[src/rtl/lock_controller.sv]
// lock_controller: top-level sequencing FSM for the combination lock.
// Collects digit entry, checks it against the stored password, drives the
// shared seconds timer, counts failed attempts and latches/clears the alarm.
// Ports:
//   clk, rst_n          clock, asynchronous active-low reset
//   i_switches[3:0]     digit value, sampled when i_load pulses
//   i_load              append digit pulse
//   i_ok                submit / leave unlocked pulse
//   i_admin_button      enter editing from unlocked, clear alarm
//   i_timer_finished    timer expiry pulse
//   o_state[1:0]        00 waiting, 01 editing, 10 unlocked, 11 alarming
//   o_timer_start       timer load-and-run pulse
//   o_timer_abort       timer stop-and-clear pulse
//   o_timer_secs[7:0]   requested duration, held until the next start
//   o_digit_count[2:0]  digits held in the entry buffer
//   o_fail_count[1:0]   consecutive failed attempts
//   o_err               rejected submission pulse
module lock_controller #(
    parameter int PW_DIGITS = 4,
    parameter int MAX_TRIES = 3,
    parameter int UNLOCK_SECS = 20,
    parameter int EDIT_SECS = 10,
    parameter logic [4*PW_DIGITS-1:0] DEFAULT_PW = 16'h1234
) (
    input  logic       clk,
    input  logic       rst_n,
    input  logic [3:0] i_switches,
    input  logic       i_load,
    input  logic       i_ok,
    input  logic       i_admin_button,
    input  logic       i_timer_finished,
    output logic [1:0] o_state,
    output logic       o_timer_start,
    output logic       o_timer_abort,
    output logic [7:0] o_timer_secs,
    output logic [2:0] o_digit_count,
    output logic [1:0] o_fail_count,
    output logic       o_err
);
    localparam int EW = 4 * PW_DIGITS;
    localparam logic [2:0] FULL = 3'(PW_DIGITS);
    localparam logic [1:0] MAX_FC = 2'(MAX_TRIES);
    localparam logic [7:0] UNLOCK_S = 8'(UNLOCK_SECS);
    localparam logic [7:0] EDIT_S = 8'(EDIT_SECS);

    typedef enum logic [1:0] {
        S_WAIT   = 2'b00,
        S_EDIT   = 2'b01,
        S_UNLOCK = 2'b10,
        S_ALARM  = 2'b11
    } state_t;

    state_t         r_state, w_state;
    logic [EW-1:0]  r_entry, w_entry, r_pw, w_pw;
    logic [2:0]     r_dc, w_dc;
    logic [1:0]     r_fc, w_fc;
    logic [7:0]     r_secs, w_secs;
    logic           r_start, w_start, r_abort, w_abort, r_err, w_err;
    logic           w_full;
    logic [1:0]     w_fc_inc;

    assign w_full = (r_dc == FULL);
    assign w_fc_inc = r_fc + 2'd1;

    always_ff @(posedge clk or negedge rst_n) begin
        if (!rst_n) begin
            r_state <= S_WAIT;
            r_entry <= '0;
            r_pw    <= DEFAULT_PW;
            r_dc    <= '0;
            r_fc    <= '0;
            r_secs  <= '0;
            r_start <= 1'b0;
            r_abort <= 1'b0;
            r_err   <= 1'b0;
        end else begin
            r_state <= w_state;
            r_entry <= w_entry;
            r_pw    <= w_pw;
            r_dc    <= w_dc;
            r_fc    <= w_fc;
            r_secs  <= w_secs;
            r_start <= w_start;
            r_abort <= w_abort;
            r_err   <= w_err;
        end
    end

    always_comb begin
        w_state = r_state;
        w_entry = r_entry;
        w_pw    = r_pw;
        w_dc    = r_dc;
        w_fc    = r_fc;
        w_secs  = r_secs;
        w_start = 1'b0;
        w_abort = 1'b0;
        w_err   = 1'b0;
        // ok takes precedence over a coincident load; a full buffer drops loads
        if ((r_state == S_WAIT || r_state == S_EDIT) && i_load && !i_ok && !w_full) begin
            w_entry = {r_entry[EW-5:0], i_switches};
            w_dc    = r_dc + 3'd1;
        end
        case (r_state)
            S_WAIT: begin
                if (i_ok) begin
                    w_entry = '0;
                    w_dc    = '0;
                    if (w_full && r_entry == r_pw) begin
                        w_state = S_UNLOCK;
                        w_fc    = '0;
                        w_start = 1'b1;
                        w_secs  = UNLOCK_S;
                    end else begin
                        w_err = 1'b1;
                        w_fc  = w_fc_inc;
                        if (w_fc_inc == MAX_FC) w_state = S_ALARM;
                    end
                end
            end
            S_UNLOCK: begin
                if (i_timer_finished) begin
                    w_state = S_WAIT;
                end else if (i_ok) begin
                    w_state = S_WAIT;
                    w_abort = 1'b1;
                end else if (i_admin_button) begin
                    // a fresh start reloads the timer, so no abort is issued
                    w_state = S_EDIT;
                    w_entry = '0;
                    w_dc    = '0;
                    w_start = 1'b1;
                    w_secs  = EDIT_S;
                end
            end
            S_EDIT: begin
                if (i_ok && w_full) begin
                    // the timer already stopped if it expired this same cycle
                    w_pw    = r_entry;
                    w_state = S_WAIT;
                    w_abort = !i_timer_finished;
                    w_entry = '0;
                    w_dc    = '0;
                end else if (i_timer_finished) begin
                    w_state = S_WAIT;
                    w_entry = '0;
                    w_dc    = '0;
                end else if (i_ok) begin
                    w_err   = 1'b1;
                    w_entry = '0;
                    w_dc    = '0;
                end
            end
            default: begin
                if (i_admin_button) begin
                    w_state = S_WAIT;
                    w_fc    = '0;
                    w_entry = '0;
                    w_dc    = '0;
                end
            end
        endcase
    end

    assign o_state       = r_state;
    assign o_timer_start = r_start;
    assign o_timer_abort = r_abort;
    assign o_timer_secs  = r_secs;
    assign o_digit_count = r_dc;
    assign o_fail_count  = r_fc;
    assign o_err         = r_err;
endmodule

[config.mk]
export PLATFORM = sky130hd
export DESIGN_NAME = lock_controller
export DESIGN_NICKNAME = d
export VERILOG_FILES = /design/src/rtl/lock_controller.sv
export SDC_FILE = /design/constraint.sdc
export NUM_CORES = 1
export LEC_CHECK = 0
export ABC_AREA = 1
export CELL_PAD_IN_SITES_DETAIL_PLACEMENT = 1
export CELL_PAD_IN_SITES_GLOBAL_PLACEMENT = 1
export CORE_MARGIN = 2
export CORE_UTILIZATION = 40
export CTS_BUF_LIST = sky130_fd_sc_hd__clkbuf_4 sky130_fd_sc_hd__clkbuf_8
export DETAILED_ROUTE_END_ITERATION = 8
export PLACE_DENSITY = 0.79
export SYNTH_ARGS = -nofsm -noshare
export SYNTH_HDL_FRONTEND = slang
export SYNTH_SLANG_ARGS = --single-unit
export TNS_END_PERCENT = 10
[constraint.sdc]
create_clock -name clk -period 4.1 [get_ports clk]
set_clock_uncertainty 0.05 [all_clocks]
set_input_delay 0.615 -clock clk [delete_from_list [all_inputs] [get_ports clk]]
set_output_delay 0.615 -clock clk [all_outputs]
set_load 0.03 [all_outputs]
==> flow_summary.rst <==
.. list-table::
   :header-rows: 1

   * - Metric
     - Value
   * - Outcome
     - finished clean
   * - TritonCTS clock tree
     - yes
   * - Setup TNS after final layout
     - 0 ps
   * - Max Clock Freq
     - 373 MHz
   * - Routed WL per cell
     - approximately 13 um
   * - Hold-fix buffers at CTS
     - 0
   * - Number of enable-type register cells in the synthesized netlist
     - 0
   * - Internal cell power
     - approximately 1000 uW
   * - Mean instance size in the synthesized netlist
     - around 7.8 um2
   * - Maximum number of pins on one net before global-route repair
     - 45
   * - Total count of max-transition violations in the final report
     - 0
   * - Total Power
     - 1780 uW
   * - Most common library cell in the layout ignoring fill and taps
     - sky130_fd_sc_hd__nand2_1
   * - Net Sw Frac
     - approximately 44%
   * - Die Area
     - about 0.0064 mm2
   * - Via count of the first global-routing pass
     - between 1500 and 2000
   * - Relative slew slack
     - just under 30%
   * - Number of unique standard cell types used by synthesis
     - 28
   * - Finished Layout Cells
     - approximately 390
   * - Congestion Overflow GR
     - 0
   * - Cell count of the worst reg-to-reg path
     - 8
   * - Clock slew at the register clock pins of the worst setup and hold paths
     - 90 ps
   * - Number of placed instances with taps included
     - 380
   * - Level count of the clock H-tree
     - 2
   * - Worst Path Class, Setup
     - flip-flop to flip-flop
   * - Sequential element share of the synthesized area
     - 47.8%
   * - Total setup buffers inserted after CTS
     - 0
   * - Ant. Diodes
     - 0
   * - Fraction of registers with async set/reset
     - between 90% and 100%
   * - Reg-to-reg startpoint
     - o_state[0]
   * - Type of element launching the critical path
     - flip-flop
   * - Worst setup path startpoint
     - o_state[0]
   * - Final worst path period need
     - approximately 2700 ps
   * - GRT Resource Usage Total
     - between 15 and 20%
   * - Reg area
     - between 0.001 and 0.0015 mm2
   * - Number of nets in the layout
     - between 300 and 400
   * - Combinational cell fraction of total power
     - 47.8%
   * - Total Wirelength
     - approximately 5.1 mm
   * - Via count
     - between 1500 and 2000
   * - Peak VDD IR
     - ~0.31 mV
   * - Initial Util
     - between 40% and 50%
   * - Total leakage power
     - between 0.001 and 0.0015 uW
   * - HP Class
     - primary input to asynchronous set/reset pin
   * - Reg power frac
     - a little over a third
   * - Post-CTS sizing
     - 0
   * - Layout filler cell count
     - about 720
   * - I/O pins
     - 28
   * - Area taken by multi-input logic gates
     - approximately 970 um2
   * - Kind of end point of the critical path
     - flip-flop
   * - Synth warn
     - 0
   * - Commonest cells after routing, fill and taps aside
     - 90 x sky130_fd_sc_hd__nand2_1, 39 x sky130_fd_sc_hd__dfrtp_1, 38 x sky130_fd_sc_hd__inv_1
   * - Fraction of the cycle the final worst path needs
     - approximately 65%
   * - Maximum capacitance violations
     - 0
   * - Iter 0 DRT Violations
     - 73
   * - Post-synthesis instance area
     - 0.00232 mm2
   * - Instance count of the mapped netlist
     - roughly 300
   * - Number of buffers on the longest clock path
     - 2
   * - Layout-stage area growth over the synthesis result
     - 14.3%
   * - Predominant post-synthesis flop cell
     - sky130_fd_sc_hd__dfrtp_1
   * - Final hold viol count
     - 0
   * - Std cell rows
     - 27
   * - Port Buffers
     - 23
   * - TritonCTS Sinks
     - 44
   * - Power share of the clock group
     - between 10% and 20%
   * - First-pass iteration count of the detailed router
     - 4
   * - Highest fanout seen on the critical path
     - 27
   * - #FFs+latches synth
     - 44
   * - Power per cell area
     - between 600 and 700 mW/mm2
   * - Clock latency of the later-clocked register in the worst-skew pair
     - roughly 300 ps
   * - RSZ-0062 raised after global routing
     - false
   * - Slew @ Worst Pin
     - 1060 ps
   * - Crit path DAT
     - approximately 2800 ps
   * - Final setup violating endpoints
     - 0
   * - Routability Congestion
     - ~0.76
   * - Root buffer cell
     - sky130_fd_sc_hd__clkbuf_8
   * - Vertical die dimension
     - about 80 um
   * - Number of CTS-inserted buffers
     - 5
   * - P_sw
     - between 700 and 800 uW
   * - HPWL after DPL
     - 3.54 mm
   * - Antenna violations before repair
     - 0
   * - Fraction of layout instances using a drive strength above 1
     - 7.91%
   * - Std-Cell Core Area
     - about 0.0055 mm2
   * - Post-DR vias/cell
     - around 4.8
   * - Post-detailed-route count of antenna-violating nets
     - 0
   * - Wire length of the first global-routing pass
     - about 8.6 mm
   * - Die extent in x
     - between 80 and 90 um
   * - CP Data Required Time
     - between 4000 and 5000 ps
   * - Remaining routing DRC violations
     - 0
[worst max-delay path, stage by stage, from the launching register on]
cell	delay, ps
sky130_fd_sc_hd__dfrtp_1	440
sky130_fd_sc_hd__inv_1	140
sky130_fd_sc_hd__ha_1	370
sky130_fd_sc_hd__nor2_1	80
sky130_fd_sc_hd__nor2_1	110
sky130_fd_sc_hd__and3_1	780
sky130_fd_sc_hd__inv_2	240
sky130_fd_sc_hd__o21ai_0	250
sky130_fd_sc_hd__nor2_1	70
[kinds of logic (layout without fill, tap and decap cells)]
kind of cell,after synthesis,after routing,share of synthesized area (%)
xor gates and xnor gates,5,5,1.89
DFF,44,44,47.8
adders and majority gates,8,8,4.32
other,1,4,0.162
AOI/OAI and AO/OA,47,47,11.4
buffers and inverters,57,73,10.9
and+or+nand+nor,135,135,23.6
[sequential cells by signal (all words and copies together) (netlist names)]
signal,flops
o_digit_count,3
o_state,2
o_fail_count,2
o_timer_start,1
o_timer_abort,1
r_pw,16
r_entry,16
o_timer_secs,2
o_err,1
[layer usage]
layer	part of all wire, %	track usage [%]
met1	49	22.9
met2	48	29.1
met3	2.2	3.37
met4	1.3	4.58
met5	0	0
[cells in the mapped netlist (5+ instances only)]
cell	instances	area, um2
sky130_fd_sc_hd__a21oi_1	5	25.0
sky130_fd_sc_hd__buf_4	7	52.6
sky130_fd_sc_hd__dfrtp_1	39	976
sky130_fd_sc_hd__dfstp_2	5	131
sky130_fd_sc_hd__ha_1	8	100
sky130_fd_sc_hd__inv_1	38	143
sky130_fd_sc_hd__nand2_1	90	338
sky130_fd_sc_hd__nand3_1	5	25.0
sky130_fd_sc_hd__nor2_1	30	113
sky130_fd_sc_hd__o21ai_0	33	165
sky130_fd_sc_hd__o21ai_1	5	25.0
[power by group through the flow]
stage | registers, uW | logic (uW) | clock network (uW)
2_1_floorplan | 696 | 562 | 0
3_3_place_gp | 637 | 823 | 0
3_5_place_dp | 643 | 848 | 0
6_report | 634 | 853 | 298
5_1_grt | 650 | 958 | 324
4_1_cts | 635 | 863 | 305
[final timing paths]
| path | end | slack, ps |
|---|---|---|
| hold reg to reg | r_pw[0] | 440 |
| min in group clk | r_pw[0] | 440 |
| setup / recovery | r_entry[0] | 1420 |
| hold / removal | r_pw[7] | 420 |
| setup reg to reg | r_entry[0] | 1420 |
| max in group asynchronous | r_pw[15] | 2960 |
[metrics by stage]
step / hold slack, ps / instance area, um2 / setup WS [ps] / utilization, %
global placement: 422 / 2550 / 1370 / 46.0
global route: 464 / 2650 / 1210 / 47.8
detailed placement: 432 / 2550 / 1240 / 46.0
finish: 422 / 2650 / 1420 / 47.8
CTS: 451 / 2650 / 1430 / 47.8
floorplan: 269 / 2330 / 2010 / -
[area by class of cell]
type                    count  area share [%]
well taps                  72            3.40
flip-flops and latches     44            41.8
multi-input cells         199            36.6
inverters                  42            5.96
clock buffers               8            3.69
repair buffers             23            8.51
(Power assumes the default switching activity.)
